**config.mk**
```make
export PLATFORM = sky130hd
export DESIGN_NAME = bram_unloader_flat
export DESIGN_NICKNAME = d
export VERILOG_FILES = /design/src/rtl/bram_unloader_pkg.sv /design/src/rtl/bram_unloader_if.sv /design/src/rtl/bram_unloader_word_serializer.sv /design/src/rtl/bram_unloader.sv /design/src/flat_wrapper.sv
export SDC_FILE = /design/constraint.sdc
export NUM_CORES = 1
export LEC_CHECK = 0
export ABC_CLOCK_PERIOD_IN_PS = 2100
export CORE_MARGIN = 2
export CORE_UTILIZATION = 51
export CTS_BUF_LIST = sky130_fd_sc_hd__clkbuf_4
export CTS_CLUSTER_SIZE = 20
export DETAILED_ROUTE_END_ITERATION = 10
export MAX_ROUTING_LAYER = met4
export PLACE_DENSITY = 0.9
export SLEW_MARGIN = 20
export SYNTH_ARGS = -nofsm -noshare
export SYNTH_HDL_FRONTEND = slang
export SYNTH_SLANG_ARGS = --single-unit
```
**constraint.sdc**
```tcl
create_clock -name clk -period 2.1 [get_ports clk]
set_input_delay 0.42 -clock clk [delete_from_list [all_inputs] [get_ports clk]]
set_output_delay 0.42 -clock clk [all_outputs]
set_load 0.01 [all_outputs]
```
**src/rtl/bram_unloader_pkg.sv**
```systemverilog
// Shared widths and state encoding for the coefficient BRAM read-out stage.
package bram_unloader_pkg;
    localparam int DW = 12;   // coefficient width
    localparam int AW = 6;    // BRAM address width
    localparam int NB = 4;    // number of banks
    localparam int N  = 256;  // coefficients per polynomial
    localparam int IW = 8;    // coefficient index width

    typedef logic [DW-1:0] coef_t;
    typedef logic [NB-1:0][DW-1:0] coef_vec_t;

    typedef enum logic [1:0] {
        ST_IDLE,
        ST_RUN,
        ST_DONE
    } state_t;
endpackage

```
**src/rtl/bram_unloader_if.sv**
```systemverilog
// Coefficient output stream: data, index and last flag under valid/ready.
interface bram_unloader_if;
    logic [bram_unloader_pkg::DW-1:0] m_data;
    logic [bram_unloader_pkg::IW-1:0] m_idx;
    logic                             m_valid;
    logic                             m_ready;
    logic                             m_last;

    modport master (output m_data, output m_idx, output m_valid, output m_last, input m_ready);
    modport slave  (input m_data, input m_idx, input m_valid, input m_last, output m_ready);
endinterface

```
**src/rtl/bram_unloader_word_serializer.sv**
```systemverilog
// Holds one 4-word BRAM row and emits it word by word with index tracking.
module bram_unloader_word_serializer
    import bram_unloader_pkg::*;
(
    input  logic                 clk,
    input  logic                 rst_n,
    input  logic                 b_valid,
    input  coef_vec_t            b_word,
    output logic                 b_take,
    bram_unloader_if.master      m
);
    coef_vec_t        w_reg;
    logic [1:0]       j_reg;
    logic             w_full_reg;
    logic [IW-1:0]    n_reg;
    logic             hs;

    assign hs = w_full_reg & m.m_ready;
    // Reload on the final word's handshake so the stream never bubbles.
    assign b_take = b_valid & (~w_full_reg | (hs & (j_reg == 2'd3)));

    always_ff @(posedge clk or negedge rst_n) begin
        if (!rst_n) begin
            w_reg      <= '0;
            j_reg      <= 2'd0;
            w_full_reg <= 1'b0;
            n_reg      <= '0;
        end else begin
            if (b_take) begin
                w_reg      <= b_word;
                w_full_reg <= 1'b1;
            end else if (hs && (j_reg == 2'd3)) begin
                w_full_reg <= 1'b0;
            end
            if (hs) begin
                j_reg <= j_reg + 2'd1;
                n_reg <= n_reg + IW'(1);
            end
        end
    end

    assign m.m_valid = w_full_reg;
    assign m.m_data  = w_reg[j_reg];
    assign m.m_idx   = n_reg;
    assign m.m_last  = w_full_reg & (n_reg == IW'(N - 1));
endmodule

```
**src/rtl/bram_unloader.sv**
```systemverilog
// Reads four 64x12 coefficient banks row by row and streams 256 coefficients
// in natural order, one per cycle under full backpressure.
module bram_unloader
    import bram_unloader_pkg::*;
(
    input  logic            clk,
    input  logic            rst_n,
    input  logic            start,
    output logic            busy,
    output logic            done,
    output logic [AW-1:0]   raddr,
    input  logic [DW-1:0]   dout0,
    input  logic [DW-1:0]   dout1,
    input  logic [DW-1:0]   dout2,
    input  logic [DW-1:0]   dout3,
    bram_unloader_if.master m
);
    state_t          state_reg, state_next;
    logic [AW:0]     addr_reg;
    logic [AW-1:0]   raddr_reg;
    logic            rd_pend_reg;
    logic            b_full_reg;
    coef_vec_t       b_data_reg;
    coef_vec_t       dout_vec;
    coef_vec_t       b_word;
    logic            b_valid;
    logic            b_take;
    logic            issue;
    logic            last_hs;

    assign dout_vec[0] = dout0;
    assign dout_vec[1] = dout1;
    assign dout_vec[2] = dout2;
    assign dout_vec[3] = dout3;

    // While a read is in flight, B is presented straight from the BRAM outputs
    // so a row can reach W the same cycle it arrives.
    assign b_valid = b_full_reg | rd_pend_reg;

    genvar gi;
    generate
        for (gi = 0; gi < NB; gi++) begin : g_bank
            assign b_word[gi] = rd_pend_reg ? dout_vec[gi] : b_data_reg[gi];

            always_ff @(posedge clk or negedge rst_n) begin
                if (!rst_n)
                    b_data_reg[gi] <= '0;
                else if (rd_pend_reg && !b_take)
                    b_data_reg[gi] <= dout_vec[gi];
            end
        end
    endgenerate

    assign issue   = (state_reg == ST_RUN) && !addr_reg[AW] && !b_full_reg && !rd_pend_reg;
    assign raddr   = issue ? addr_reg[AW-1:0] : raddr_reg;
    assign last_hs = m.m_valid & m.m_ready & m.m_last;
    assign busy    = (state_reg == ST_RUN);
    assign done    = (state_reg == ST_DONE);

    always_comb begin
        state_next = state_reg;
        case (state_reg)
            ST_IDLE: if (start)   state_next = ST_RUN;
            ST_RUN:  if (last_hs) state_next = ST_DONE;
            ST_DONE: state_next = ST_IDLE;
            default: state_next = ST_IDLE;
        endcase
    end

    always_ff @(posedge clk or negedge rst_n) begin
        if (!rst_n) begin
            state_reg   <= ST_IDLE;
            addr_reg    <= '0;
            raddr_reg   <= '0;
            rd_pend_reg <= 1'b0;
            b_full_reg  <= 1'b0;
        end else begin
            state_reg   <= state_next;
            rd_pend_reg <= issue;
            if (state_reg == ST_IDLE && start)
                addr_reg <= '0;
            else if (issue)
                addr_reg <= addr_reg + (AW+1)'(1);
            if (issue)
                raddr_reg <= addr_reg[AW-1:0];
            if (b_take)
                b_full_reg <= 1'b0;
            else if (rd_pend_reg)
                b_full_reg <= 1'b1;
        end
    end

    bram_unloader_word_serializer u_ser (
        .clk     (clk),
        .rst_n   (rst_n),
        .b_valid (b_valid),
        .b_word  (b_word),
        .b_take  (b_take),
        .m       (m)
    );
endmodule

```
**src/flat_wrapper.sv**
```systemverilog
// flat-port wrapper written by rule: the top's interface ports become plain ports
module bram_unloader_flat import bram_unloader_pkg::*;
  (clk, rst_n, start, busy, done, raddr, dout0, dout1, dout2, dout3, m_m_data, m_m_idx, m_m_valid, m_m_last, m_m_ready);
  bram_unloader_if m_i ();
  input  logic clk;
  input  logic rst_n;
  input  logic start;
  output logic busy;
  output logic done;
  output logic [AW-1:0] raddr;
  input  logic [DW-1:0] dout0;
  input  logic [DW-1:0] dout1;
  input  logic [DW-1:0] dout2;
  input  logic [DW-1:0] dout3;
  output wire logic [$bits(m_i.m_data)-1:0] m_m_data;
  output wire logic [$bits(m_i.m_idx)-1:0] m_m_idx;
  output wire logic [$bits(m_i.m_valid)-1:0] m_m_valid;
  output wire logic [$bits(m_i.m_last)-1:0] m_m_last;
  input wire logic [$bits(m_i.m_ready)-1:0] m_m_ready;
  assign m_m_data = m_i.m_data;
  assign m_m_idx = m_i.m_idx;
  assign m_m_valid = m_i.m_valid;
  assign m_m_last = m_i.m_last;
  assign m_i.m_ready = m_m_ready;
  bram_unloader u_core (.clk(clk), .rst_n(rst_n), .start(start), .busy(busy), .done(done), .raddr(raddr), .dout0(dout0), .dout1(dout1), .dout2(dout2), .dout3(dout3), .m(m_i));
endmodule
```
==> results_dict.tcl, run 1 <==
set metrics [dict create \
    synth_nets 434 \
    grt_setup_unrepaired "yes" \
    gp_congestion 0.836 \
    wl_um 11700 \
    initial_utilization_pct 52.2 \
    fp-row-count 38 \
    dp_slack_ns -0.329 \
    worstSetupPathType "reg -> out" \
    hpwl_um 7880 \
    io_buffers 81 \
    vias 3550 \
    setup_ws_ns -0.597 \
    synthFlopType "dfrtp_1" \
    antenna_found_initial 2 \
    intPower_mw 8.42 \
    fillers 741 \
    finClkSkew_ns 0.0205 \
    wire_per_inst_um 17.9 \
    syn_to_final_growth_pct 29.9 \
    core_sq_um 10800 \
    violations "setup timing" \
    ir_drop_v 0.000871 \
    cts.sinks 124 \
    syn_area_sq_um 5640 \
    synth_cells 379 \
    yosysUniqueCellTypes 32 \
    worst_slew_pin_slew_ns 0.648 \
    fmax_ghz 0.371 \
    p_sw_share_pct 31.7 \
    setup_viol 18 \
    drive_gt1_share_pct 51.9 \
    final_common_cell "mux2_2" \
    grt.overflow.total 0 \
    p_leak_nw 3.13 \
    ys_ff_latch 124 \
    cts_root_buffer "clkbuf_4" \
    final.min_clock_period_ns 2.70 \
    fin_cells 653 \
    fin_area_sq_um 7330 \
    hp-class "in -> async" \
    die-area_sq_um 11900 \
    synth_edf_count 0 \
    route.detailed.drc 0 \
    cts_max_level 4 \
    grt_pass1_vias 3817 \
    nets 554 \
    clk_latency_ns 0.54 \
    critPathLaunchType "register" \
    finalSetupTns_ns -4.82 \
    power.density_nw_per_um2 1680 \
    grt_pass1_wl_um 19100 \
    fin_total_pwr_mw 12.3 \
    grt_util_all_layers_pct 22.2 \
    avgSynthCellArea_sq_um 14.9 \
    drt_iter0_drc 194 \
    required_ns 1.68 \
    cts_made_buffers 17 \
    dieWidth_um 109 \
    async_flop_share_pct 100 \
    place_area_sq_um 6770 \
    slew_viol_final 0 \
    layout_common_cells "mux2_2 (146), dfrtp_1 (120), clkdlybuf4s50_1 (59)" \
    grt_max_degree 41 \
    place_inst 601 \
    crit_path_end_kind "output port" \
    p_sw_mw 3.91 \
    regArea_sq_um 3110 \
    die_h_um 109 \
    drtAntennaViolNets 0 \
    min_period_over_period_pct 128 \
    multi_input_area_sq_um 2460 \
    hold_violations 0 \
    clkTransAtPathRegs_ns 0.11 \
    path_max_fanout 4 \
    maxSlewHeadroom_pct 56.7 \
    tritoncts "done" \
    clock_path_buffers 2 \
    dr.pass1.iters 4 \
    comb_power_share_pct 50.2 \
    yosys_warnings 0 \
    holdWs_ns 0.372 \
    seq_area_frac_synth_pct 55.0 \
    io_pins 82 \
    status "finished, violations left" \
    final_util_pct 67.9 \
    via_per_inst 5.44 \
    cap_viol_max_count 0 \
    p_clk_share_pct 15.0 \
    p_seq_share_pct 34.7 \
    cp.arrival_ns 2.28 \
]
final timing paths:
check,startpoint,end,slack [ns],cells after the start
worst max-delay path,u_core.b_full_reg$_DFFE_PN0P_,raddr[3],-0.60,5
worst min-delay path,rst_n,u_core.b_data_reg[31]$_DFFE_PN0P_,0.37,2
worst max register to register,u_core.u_ser.j_reg[0]$_DFFE_PN0P_,u_core.b_data_reg[9]$_DFFE_PN0P_,0.08,8
worst min register to register,u_core.raddr_reg[4]$_DFF_PN0_,u_core.raddr_reg[4]$_DFF_PN0_,0.50,2
max in group asynchronous,rst_n,u_core.b_data_reg[34]$_DFFE_PN0P_,1.05,3
min in group clk,u_core.raddr_reg[4]$_DFF_PN0_,u_core.raddr_reg[4]$_DFF_PN0_,0.50,2
power by group through the flow:
| stage | Sequential (mW) | Clock [mW] | Combinational [mW] |
|---|---|---|---|
| CTS | 4.27 | 1.91 | 6.30 |
| finish | 4.28 | 1.86 | 6.19 |
| detailed placement | 4.36 | 0 | 5.64 |
| global placement | 4.25 | 0 | 5.46 |
| global route | 4.43 | 2.00 | 6.65 |
| floorplan | 4.16 | 0 | 3.79 |
worst max-delay path, stage by stage (launching register included):
cell	delay, ns
dfrtp_1	0.40
or4b_4	0.57
nor2_4	0.21
buf_6	0.14
mux2_4	0.30
buf_6	0.12
repair_timing:
item	CTS	global route
cloned	1	0
setup endpoints to repair	21	20
pin swaps	3	1
gates resized for setup	112	7
buffers inserted	18	2
hold buffers	1	0
hold endpoints to repair	33	0
per-layer routing:
metal / part of all wire (%) / GRT usage [%]
met4: 1.1 / 8.42
met2: 50 / 34.6
met5: 0 / -
met3: 4.6 / 6.75
met1: 44 / 27.3
Yosys cell counts (all sizes together), types with 2 or more instances:
cell | n | area share [%]
xor2 | 2 | 0.31
nand3 | 10 | 0.89
inv | 3 | 0.20
nand2 | 13 | 0.87
buf | 14 | 1.4
mux2i | 4 | 0.71
nor2 | 7 | 0.60
nor3 | 2 | 0.18
and4 | 3 | 0.47
dfrtp | 124 | 55
mux2 | 151 | 30
o21ai | 3 | 0.27
mux4 | 12 | 4.8
clkbuf | 6 | 0.40
a21oi | 2 | 0.18
nand4 | 3 | 0.33
ha | 3 | 0.67
xnor2 | 6 | 0.93
logic make-up after synthesis:
logic type,count (synthesis),share of synthesized area [%]
muxes,167,35.7
xor gates and xnor gates,8,1.24
AOI/OAI and AO/OA,8,0.843
adders and majority gates,3,0.666
buffers and inverters,23,1.98
DFF,124,55.0
and+or+nand+nor,46,4.57
area by class of cell:
class	count	share of cell area [%]
diodes	2	0.0683
clock buffers	17	1.74
clock inverters	14	2.68
inverters	3	0.154
multi-input cells	232	33.6
flip-flops and latches	124	42.4
well taps	140	2.39
repair buffers	121	16.9
No activity file was read; power rests on OpenSTA's default activity.
==> run 2, diff against run 1 <==
ABC_CLOCK_PERIOD_IN_PS = 3000   (was 2100)
CORE_UTILIZATION = 56   (was 51)
PLACE_DENSITY = 0.93   (was 0.9)
clock period = 3 ns   (was 2.1 ns; I/O delays follow)
==> results_dict.tcl, run 2 (synthesis results as in run 1) <==
set metrics [dict create \
    die-area_sq_um 10900 \
    antenna_found_initial 0 \
    intPower_mw 5.31 \
    fillers 690 \
    cp_slowest_cell "or4b_4" \
    cts_root_buffer "clkbuf_4" \
    path_max_fanout 5 \
    hp-class "in -> async" \
    p_clk_share_pct 12.6 \
    ir_drop_v 0.000629 \
    hold_buffers 0 \
    layout_common_cells "mux2_2 (151), dfrtp_1 (122), clkdlybuf4s50_1 (75)" \
    dr.pass1.iters 4 \
    cts.sinks 124 \
    finalSetupTns_ns 0 \
    wire_per_inst_um 17.9 \
    critPathLaunchType "register" \
    comb_power_share_pct 48.7 \
    clock_path_buffers 2 \
    cap_viol_max_count 0 \
    cts_max_level 4 \
    slew_viol_final 0 \
    initial_utilization_pct 57.7 \
    io_buffers 81 \
    power.density_nw_per_um2 1130 \
    tritoncts "done" \
    path_cells "or4b_4 -> nor2_4 -> mux2_2 -> dlygate4sd2_1" \
    p_sw_share_pct 32.4 \
    core_sq_um 9770 \
    p_sw_mw 2.54 \
    final_common_cell "mux2_2" \
    drtAntennaViolNets 0 \
    critical-path-top-delay-family "simple AND/OR/NAND/NOR gates" \
    route.detailed.drc 0 \
    drt_iter0_drc 128 \
    cp.arrival_ns 2.31 \
    setup_viol 0 \
    worst_slew_pin_slew_ns 0.867 \
    wl_um 11100 \
    die_h_um 104 \
    clk_latency_ns 0.49 \
    maxSlewHeadroom_pct 42.2 \
    dieWidth_um 104 \
    drive_gt1_share_pct 44.9 \
    p_seq_share_pct 38.7 \
    grt_pass1_vias 3745 \
    finClkSkew_ns 0.0154 \
    io_pins 82 \
    nets 530 \
    min_period_over_period_pct 97.1 \
    gp_congestion 0.828 \
    via_per_inst 5.45 \
    setup_ws_ns 0.0857 \
    crit_path_end_kind "output port" \
    p_leak_nw 2.90 \
    crit_buf_inv 1 \
    antenna_cells 0 \
    clkTransAtPathRegs_ns 0.11 \
    grt.overflow.total 0 \
    dp_slack_ns 0.350 \
    worstSetupPathType "reg -> out" \
    hold_violations 0 \
    fp-row-count 36 \
    r2r_slack_ns 0.71 \
    grt_util_all_layers_pct 22.3 \
    slowest_delay_ns 0.56 \
    grt_pass1_wl_um 18600 \
    status "finished, final reports clean" \
    final.min_clock_period_ns 2.91 \
    syn_to_final_growth_pct 22.8 \
    grt_max_degree 70 \
    required_ns 2.40 \
    cts_made_buffers 17 \
    vias 3374 \
    fin_total_pwr_mw 7.86 \
    hpwl_um 7490 \
    fmax_ghz 0.343 \
]
[run 2: changes by cell type in the layout (fill, tap and decap cells not counted), moves of 3 or more]
cell | before | now
buf_12 | 7 | 4
buf_6 | 22 | 1
mux2_4 | 5 | 0
buf_4 | 26 | 12
clkinv_2 | 2 | 5
bufinv_16 | 4 | 1
clkbuf_4 | 17 | 20
clkinv_4 | 4 | 0
clkdlybuf4s50_1 | 59 | 75
mux2_2 | 146 | 151
[run 2: cell type report]
class	instances	area, sq um	share of cell area (%)
flip-flops and latches	124	3110	44.9
well taps	133	166	2.40
inverters	3	11.3	0.163
clock buffers	20	150	2.17
repair buffers	97	968	14.0
multi-input cells	232	2440	35.3
clock inverters	10	77.6	1.12
[run 2: through the flow]
stage | hold WS (ns) | utilization [%] | area, sq um | std cells
after CTS | 0.231 | 70.6 | 6900 | 616
after global placement | 0.475 | 67.9 | 6640 | 582
after floorplan | 0.304 | - | 5640 | 379
after detailed placement | 0.477 | 67.9 | 6640 | 582
after global routing | 0.237 | 70.8 | 6920 | 619
final | 0.189 | 70.8 | 6920 | 619
[run 2: metal layers]
metal / wire, um / track usage, % / vias up / share of wire (%)
met3: 326 / 4.89 / 21 / 2.9
met1: 4890 / 28.1 / 1709 / 44
met5: 0 / - / - / 0
met4: 282 / 8.78 / 0 / 2.5
met2: 5560 / 35.4 / 68 / 50
li1: - / - / 1576 / -
[run 2: what timing repair did]
action                     in CTS  in global routing
setup buffers                   4                  3
setup endpoints to repair       5                  6
resized for setup               9                  5
pin swaps                       2                  2
[run 2: power groups by stage]
| stage | Combinational, mW | Clock [mW] | Sequential, mW |
|---|---|---|---|
| CTS | 3.83 | 1.01 | 3.03 |
| global placement | 3.67 | 0 | 2.99 |
| detailed placement | 3.80 | 0 | 3.06 |
| floorplan | 2.65 | 0 | 2.91 |
| global route | 4.11 | 1.09 | 3.14 |
| finish | 3.83 | 0.992 | 3.04 |
[run 2: final timing paths]
| path | from | endpoint | depth (start not counted) |
|---|---|---|---|
| worst max-delay path | u_core.b_full_reg$_DFFE_PN0P_ | raddr[0] | 4 |
| worst min-delay path | rst_n | u_core.b_data_reg[34]$_DFFE_PN0P_ | 1 |
| worst max register to register | u_core.u_ser.j_reg[0]$_DFFE_PN0P_ | u_core.b_data_reg[18]$_DFFE_PN0P_ | 6 |
| worst min register to register | u_core.u_ser.m.m_idx[6]$_DFFE_PN0P_ | u_core.u_ser.m.m_idx[6]$_DFFE_PN0P_ | 1 |
| max in group asynchronous | rst_n | u_core.rd_pend_reg$_DFF_PN0_ | 2 |
| min in group clk | u_core.u_ser.m.m_idx[6]$_DFFE_PN0P_ | u_core.u_ser.m.m_idx[6]$_DFFE_PN0P_ | 1 |
